[src/rtl/iter_multiplier.sv]
// Iterative RV-style multiplier: retires BITS_PER_CYCLE multiplier bits per cycle into a
// 2*XLEN accumulator, applies the sign in a final fix-up cycle, then holds the result.
module iter_multiplier #(
    parameter int unsigned XLEN           = 32,
    parameter int unsigned BITS_PER_CYCLE = 1
) (
    input  logic            clk,
    input  logic            rst,
    input  logic            start_valid,
    output logic            start_ready,
    input  logic [XLEN-1:0] operand_a,
    input  logic [XLEN-1:0] operand_b,
    input  logic [3:0]      alu_op,
    input  logic            flush,
    output logic            result_valid,
    input  logic            result_ready,
    output logic [XLEN-1:0] mul_result,
    output logic            busy
);

    localparam logic [3:0] ALU_MUL    = 4'h8;
    localparam logic [3:0] ALU_MULH   = 4'h9;
    localparam logic [3:0] ALU_MULHSU = 4'hA;
    localparam logic [3:0] ALU_MULHU  = 4'hB;

    localparam int unsigned BPC  = BITS_PER_CYCLE;
    localparam int unsigned AccW = 2 * XLEN;
    localparam int unsigned OffW = $clog2(XLEN);
    // Bit offset of the final multiplier chunk; reaching it ends CALC.
    localparam logic [OffW-1:0] LastOff = OffW'(XLEN - BPC);

    typedef enum logic [1:0] {StIdle, StCalc, StFix, StDone} state_e;

    state_e          state_q, state_d;
    logic [AccW-1:0] acc_q, acc_d;
    logic [XLEN-1:0] a_mag_q, a_mag_d;
    logic [XLEN-1:0] b_rem_q, b_rem_d;
    logic [OffW-1:0] off_q, off_d;
    logic            sign_q, sign_d;
    logic            low_q, low_d;

    logic            op_known;
    logic            a_signed;
    logic            b_signed;
    logic            neg_a;
    logic            neg_b;
    logic            zero_in;
    logic [XLEN-1:0] a_abs;
    logic [XLEN-1:0] b_abs;

    always_comb begin
        op_known = 1'b1;
        a_signed = 1'b0;
        b_signed = 1'b0;
        case (alu_op)
            ALU_MUL, ALU_MULHU: begin
                a_signed = 1'b0;
            end
            ALU_MULH: begin
                a_signed = 1'b1;
                b_signed = 1'b1;
            end
            ALU_MULHSU: begin
                a_signed = 1'b1;
            end
            default: begin
                op_known = 1'b0;
            end
        endcase
        neg_a   = a_signed & operand_a[XLEN-1];
        neg_b   = b_signed & operand_b[XLEN-1];
        a_abs   = neg_a ? -operand_a : operand_a;
        b_abs   = neg_b ? -operand_b : operand_b;
        zero_in = (operand_a == '0) || (operand_b == '0);
    end

    logic [BPC-1:0]  chunk;
    logic [AccW-1:0] partial;

    always_comb begin
        chunk   = b_rem_q[BPC-1:0];
        partial = {{XLEN{1'b0}}, a_mag_q} * {{(AccW - BPC){1'b0}}, chunk};
    end

    always_comb begin
        state_d = state_q;
        acc_d   = acc_q;
        a_mag_d = a_mag_q;
        b_rem_d = b_rem_q;
        off_d   = off_q;
        sign_d  = sign_q;
        low_d   = low_q;

        unique case (state_q)
            StIdle: begin
                if (start_valid && start_ready) begin
                    acc_d   = '0;
                    off_d   = '0;
                    a_mag_d = a_abs;
                    b_rem_d = b_abs;
                    sign_d  = neg_a ^ neg_b;
                    low_d   = (alu_op == ALU_MUL);
                    // Zero operands and unknown ops skip straight to a zero result.
                    state_d = (!op_known || zero_in) ? StDone : StCalc;
                end
            end
            StCalc: begin
                acc_d   = acc_q + (partial << off_q);
                b_rem_d = b_rem_q >> BPC;
                off_d   = off_q + OffW'(BPC);
                if (off_q == LastOff) begin
                    off_d   = '0;
                    state_d = StFix;
                end
            end
            StFix: begin
                if (sign_q) begin
                    acc_d = -acc_q;
                end
                state_d = StDone;
            end
            StDone: begin
                if (result_ready) begin
                    state_d = StIdle;
                end
            end
        endcase

        if (flush) begin
            state_d = StIdle;
            acc_d   = '0;
            off_d   = '0;
            sign_d  = 1'b0;
        end
    end

    always_ff @(posedge clk) begin
        if (rst) begin
            state_q <= StIdle;
            acc_q   <= '0;
            a_mag_q <= '0;
            b_rem_q <= '0;
            off_q   <= '0;
            sign_q  <= 1'b0;
            low_q   <= 1'b0;
        end else begin
            state_q <= state_d;
            acc_q   <= acc_d;
            a_mag_q <= a_mag_d;
            b_rem_q <= b_rem_d;
            off_q   <= off_d;
            sign_q  <= sign_d;
            low_q   <= low_d;
        end
    end

    always_comb begin
        start_ready  = (state_q == StIdle) && !flush;
        busy         = (state_q != StIdle);
        result_valid = (state_q == StDone);
        mul_result   = '0;
        if (result_valid) begin
            mul_result = low_q ? acc_q[XLEN-1:0] : acc_q[AccW-1:XLEN];
        end
    end

endmodule

[config.mk]
export PLATFORM = sky130hd
export DESIGN_NAME = iter_multiplier
export DESIGN_NICKNAME = d
export VERILOG_FILES = /design/src/rtl/iter_multiplier.sv
export SDC_FILE = /design/constraint.sdc
export NUM_CORES = 1
export LEC_CHECK = 0
export ABC_AREA = 0
export BUFFER_PORTS_ARGS = -buffer_cell sky130_fd_sc_hd__buf_4
export CELL_PAD_IN_SITES_DETAIL_PLACEMENT = 2
export CELL_PAD_IN_SITES_GLOBAL_PLACEMENT = 2
export CORE_ASPECT_RATIO = 0.7
export CORE_MARGIN = 4
export CORE_UTILIZATION = 35
export CTS_CLUSTER_SIZE = 20
export DETAILED_ROUTE_END_ITERATION = 8
export GPL_TIMING_DRIVEN = 0
export PLACE_DENSITY_LB_ADDON = 0.12
export RECOVER_POWER = 50
export SYNTH_ARGS = -nofsm -noshare
export SYNTH_HDL_FRONTEND = slang
export SYNTH_SLANG_ARGS = --single-unit
[constraint.sdc]
create_clock -name clk -period 7.4 [get_ports clk]
set_clock_uncertainty 0.05 [all_clocks]
set_input_delay 1.11 -clock clk [delete_from_list [all_inputs] [get_ports clk]]
set_output_delay 1.11 -clock clk [all_outputs]
set_load 0.05 [all_outputs]
# [Word-level counts from Yosys, hierarchy flattened]
# Index checks and enable logic that the tools add are counted.
[op_classes] n_eq_ne=12 n_mux=20 n_reduce_logical=19 n_bitwise=3 shift=1 addsub=5 mul=1
[op_table] operator="one-hot mux 64 bit (3 select lines)" n=1
[op_table] operator="two-way mux 32 bit" n=5
[op_table] operator="two-way mux 64 bit" n=2
[op_table] operator="adder 64 bit" n=1
[op_table] operator="logical NOT 32 bit" n=2
[op_table] operator="negator 32 bit" n=2
[op_table] operator="negator 64 bit" n=1
[op_table] operator="one-hot mux 32 bit (2 select lines)" n=1
[op_table] operator="<< shifter 33 x 5 -> 64 bit" n=1
[op_table] operator="multiplier 32 x 1 -> 33 bit" n=1
[op_table] operator="equality test 4 bit, second input constant" n=4
[op_table] operator="two-way mux 5 bit" n=2
[op_table] operator="one-hot mux 5 bit (2 select lines)" n=1
[op_table] operator="two-way mux 2 bit" n=4
[op_table] operator="one-hot mux 2 bit (4 select lines)" n=1
[op_table] operator="inequality test 2 bit, second input constant" n=3
[op_table] operator="AND reduction 3 bit" n=2
[op_table] operator="adder 5 x 1 -> 5 bit, second input constant" n=1
[op_table] operator="equality test 5 bit, second input constant" n=1
[op_table] operator="equality test 2 bit, second input constant" n=2
[op_table] operator="AND reduction 2 bit" n=2
[op_table] operator="nonzero test 2 bit" n=2
[op_table] operator="OR reduction 2 bit" n=2
[op_table] operator="OR reduction 4 bit" n=1
[op_table] operator="10 further kinds" n=16
[word_totals] regBits=137 word_cells=68

# [Depth between registers and ports, before layout]
[logic_depth] word_depth=8 ltp_mapped=24 mapped_depth_nobuf=21

# [Worst setup path after synthesis]
# Ideal clock, no wire load.
[synth_path] kind="flip-flop to flip-flop" from="register off_q[0]" to="register acc_q[62]" path_stages_with_launch=21 setup_slack_ps=2032 t_arrival_ps=5256 t_required_ps=7288 setup_time_ps=62 cell_sequence="dfxtp_1 clkbuf_1 buf_1 mux4_2 nand3_1 o21ai_0 mux2i_1 o22ai_1 ha_1 clkbuf_1 nand2_1 o21ai_0 nor2_1 a31o_2 nor2_1 a21oi_1 o41a_1 o21ai_0 a31oi_1 or4b_2 nand3_1"
[synth_via] elab_chain_cells=3
[synth_rtl] item="from (decl)" line_no="38" source="logic [OffW-1:0] off_q, off_d;"
[synth_rtl] item="from (signal assigned)" line_no="143" source="off_q <= '0;"
[synth_rtl] item="from (signal assigned)" line_no="151" source="off_q <= off_d;"
[synth_rtl] item="<< shifter 33 x 5 -> 64 bit" line_no="108" source="acc_d = acc_q + (partial << off_q);"
[synth_rtl] item="adder 64 bit" line_no="108"
[synth_rtl] item="one-hot mux 64 bit (3 select lines)" line_no="94" source="unique case (state_q)"
[synth_rtl] item="to (signal assigned)" line_no="140" source="acc_q <= '0;"
[synth_rtl] item="to (signal assigned)" line_no="148" source="acc_q <= acc_d;"
[synth_rtl] item="to (decl)" line_no="35" source="logic [AccW-1:0] acc_q, acc_d;"
# Every way passes these cells.
# A chain may end at the register's enable or synchronous reset.

# [Final worst setup path]
[layout_path] from="register off_q[0]" to="register acc_q[52]"
# Same word-level chain as after synthesis.

==> results.md <==
* DP HPWL at 61,200 um
* Initial antenna violation count at 2
* Iter 0 DRT Violations at approximately 1,600
* Min-delay worst type: reg2reg
* RSZ-0062 raised after global routing: no
* Hold-fix buffers at CTS at 0
* Syn_nets at about 2,200
* Finished Layout Cells at 2,730
* Post-synth top flop: dfxtp_1
* Vias at 17,200
* DRT Wirelength at between 70,000 and 80,000 um
* Async set or reset register ratio after synthesis at 0
* Drt pass-1 iters at 5
* Total power at 0.00216 W
* Slew Limit Fails at 0
* Syn avg cell area at 6.97 um2
* Setup Buffers After CTS at 0
* Vias in the first global route at between 15,000 and 20,000
* Fraction of the mapped netlist area in adder cells at 0.0669
* Placer congestion estimate at about 0.98
* WHS Path Cells at 2
* CP Cell Sequence: clkbuf_2 -> clkbuf_2 -> clkbuf_1 -> o211ai_1 -> o21ai_0 -> mux2i_1 -> o22ai_1 -> ha_1 -> clkbuf_1 -> a21oi_1 -> o21a_1 -> nand3_1 -> a211oi_1 -> nor2_1 -> a32o_1 -> nor3b_1 -> o41ai_1 -> a21boi_2 -> o22ai_1 -> a41o_1
* Critical path class: reg2reg
* Largest cells by area after synthesis: dfxtp_1 (19%), nand2_1 (7.0%), o21ai_0 (6.6%)
* Top routing layer used: met5
* Global Route Usage Sum at 0.329
* Mapped Cells at 2,057
* Rel. slew slack at 0.103
* Count of final hold-check violations at 0
* Commonest cells after routing, fill and taps aside: nand2_1 (268), nor2_1 (205), o21ai_0 (189), a21oi_1 (189), clkbuf_1 (139)
* Worst R2R Path Depth at 20
* Num CTS Buffers at 17
* WL/cell at 27.5 um
* Mux contribution to synthesized area at 0.0772
* Origin of the worst min-delay path: b_rem_q[14]$_SDFFE_PP0P_
* Reg-to-reg setup timing slack at 300 ps
* Routed wl met3 at 7620 um
* Reg2reg start: off_q[0]$_SDFFE_PP0P_
* Yosys top cell area share at 0.191
* Die Ht at 177 um
* Arr. time, crit path at roughly 7400 ps
* Input/output buffers at 107
* Yosys cell types at 75
* RR Endpoint: acc_q[52]$_SDFFE_PP0P_
* Buf/Inv on CP at 4
* Clock buffer depth at 2
* Final setup margin at just under 300 ps
* Gr ovfl total at 0
* Critical Path RT at 7700 ps
* DRC viols at 0
* CTS tree: built
* Nature of the critical path endpoint: flop
* Compound-Gate Fraction of Synth Area at 0.275
* CTS sink count at 137
* Xor/xnor cell area share of the yosys netlist at 0.0776
* Largest net degree at the start of global routing at 17
* Largest family of logic cells by synthesized area: compound AO/OA/AOI/OAI gates
* Row count at slightly above 60
* Tmin final at between 7000 and 8000 ps
* Share of layout cells above drive strength 1 at 0.0797
* Post-DRT Antenna Nets at 0
* Simple-Gate Fraction of Synth Area at 0.265
* P per Cell Area at around 130 mW/mm2
* Status: complete, no violations
* Nets at 2,332
* Global-route wire length before repair at 112,000 um
* H-tree Lvls at 4
* Synth area leader: dfxtp_1
* Slowest-stage cell, CP: a211oi_1
* Initial core utilization at 0.358
* Wire length on met1 at 35,600 um
* Synth Warn # at 0
* F_max at 0.141 GHz
* Worst skew pair latency at 460 ps
* Startpoint types: flop
* Setup violators final at 0
* Placed insts at 2,699
* Max VDD drop at around 0.00016 V
* Commonest non-fill, non-tap cell in the layout: nand2_1
* Synth Cell Area at 0.0143 mm2
* WL met2 at 30,100 um
* N_diodes at 0
* DP Worst Slack at -235 ps
* Area growth, synth to finish at 14.4%
* Hold Crit Endpoint: b_rem_q[14]$_SDFFE_PP0P_
* Leakage at 5.98 nW
* Seq/Total Area, Yosys at 0.191
* Die X at between 200 and 250 um
* # IOs at 108
* Least-Margin Pin Slew at ~1300 ps
* Die ar. at approximately 0.044 mm2
* Number of synthesized flops with an enable pin at 0
* Cell family with most CP delay: compound AO/OA/AOI/OAI gates
* Number of vias per cell at 6.30
* Fin crit share at 0.960
* Maximum fanout along the worst path at 10
* Max stage delay on crit path at around 600 ps
* Clk slew on worst S/H paths at 70 ps
* Total core area at 0.0401 mm2
* Max_cap viols at 0
* #FFs+latches synth at 137
* Root buffer cell: clkbuf_16
## worst max path at each step
| stage | to | depth (start not counted) | start | slack, ps |
|---|---|---|---|---|
| finish | acc_q[52]$_SDFFE_PP0P_ | 20 | off_q[0]$_SDFFE_PP0P_ | 300 |
| global route | acc_q[60]$_SDFFE_PP0P_ | 20 | off_q[0]$_SDFFE_PP0P_ | 40 |
| CTS | acc_q[59]$_SDFFE_PP0P_ | 22 | off_q[1]$_SDFFE_PP0P_ | 130 |
| detailed placement | acc_q[52]$_SDFFE_PP0P_ | 20 | off_q[0]$_SDFFE_PP0P_ | -230 |
| global placement | acc_q[52]$_SDFFE_PP0P_ | 20 | off_q[0]$_SDFFE_PP0P_ | 30 |
| floorplan | acc_q[62]$_SDFFE_PP0P_ | 20 | off_q[0]$_SDFFE_PP0P_ | 2030 |
## worst reg2reg max path: cells and delay by family (launching register included)
| kind | cells | cell delay (ps) |
|---|---|---|
| buffers and inverters | 4 | 1390 |
| multiplexers | 1 | 350 |
| adder cells (fa/ha/maj) | 1 | 280 |
| flip-flops | 1 | 340 |
| AND/OR/NAND/NOR | 3 | 970 |
| AO/OA/AOI/OAI | 11 | 3630 |
## layer usage
layer  vias to the layer above  GRT usage
met5                         -          0
met4                         4     0.0783
met3                        87      0.106
met2                       651      0.473
met1                      8726      0.475
li1                       7744          -
## area by class of cell
type	instances	area, um2
Timing Repair Buffer	107	709
Inverter	35	131
Buffer	137	544
Sequential cell	137	2740
Clock buffer	17	425
Clock inverter	14	223
Multi-Input combinational cell	1748	10900
Tap cell	535	669
Fill cell	4904	23700
## power breakdown
part / switching, W / internal (W) / leakage (nW) / total [W]
Combinational: 0.000256 / 0.000121 / 4.56 / 0.000377
Sequential: 0.0000261 / 0.000764 / 1.11 / 0.000790
Clock: 0.000396 / 0.000599 / 0.309 / 0.000995
Total: 0.000677 / 0.00148 / 5.98 / 0.00216
## metrics by stage
step / hold WS [ps] / TNS [ps] / area [um2] / util
3_3_place_gp: 389 / 0 / 15800 / 0.394
2_1_floorplan: 382 / 0 / 14300 / -
6_report: 403 / 0 / 16400 / 0.409
5_1_grt: 426 / 0 / 16400 / 0.409
3_5_place_dp: 396 / -479 / 15800 / 0.394
4_1_cts: 406 / 0 / 16500 / 0.411
## state kept, by name, summed over array words and instances (netlist names)
name     cells
acc_q       64
a_mag_q     32
b_rem_q     32
off_q        5
state_q      2
low_q        1
sign_q       1
## cell families after synthesis
kind of cell	count (synthesis)
xor+xnor	127
fa+ha+maj	76
simple gates	807
mux	88
buf+inv	172
flops	137
compound gates	650
## Yosys cell counts, drive strengths merged, types with 9 or more instances
master    n
ha       75
nand4    24
a21o     39
o21a     13
xnor2    60
o211ai   13
mux4     17
o22ai    36
o21ai   191
xor2     67
a22oi    29
a211oi   34
nor2b    40
mux2i    61
a21oi   190
a31oi    20
nor4     22
or4      18
a311oi    9
and2     15
or3      22
nand2b   16
dfxtp   137
nand2   268
o31ai    18
and3     21
buf      22
clkbuf  115
mux2     10
nand3    71
inv      35
nor3     60
nor2    205
o21bai   11
## what timing repair did
item / CTS / global route
endpoints found under the setup margin: 3 / 10
resized for setup: 4 / 9
hold endpoints to repair: 0 / 0
Power figures use the tool's default switching activity.
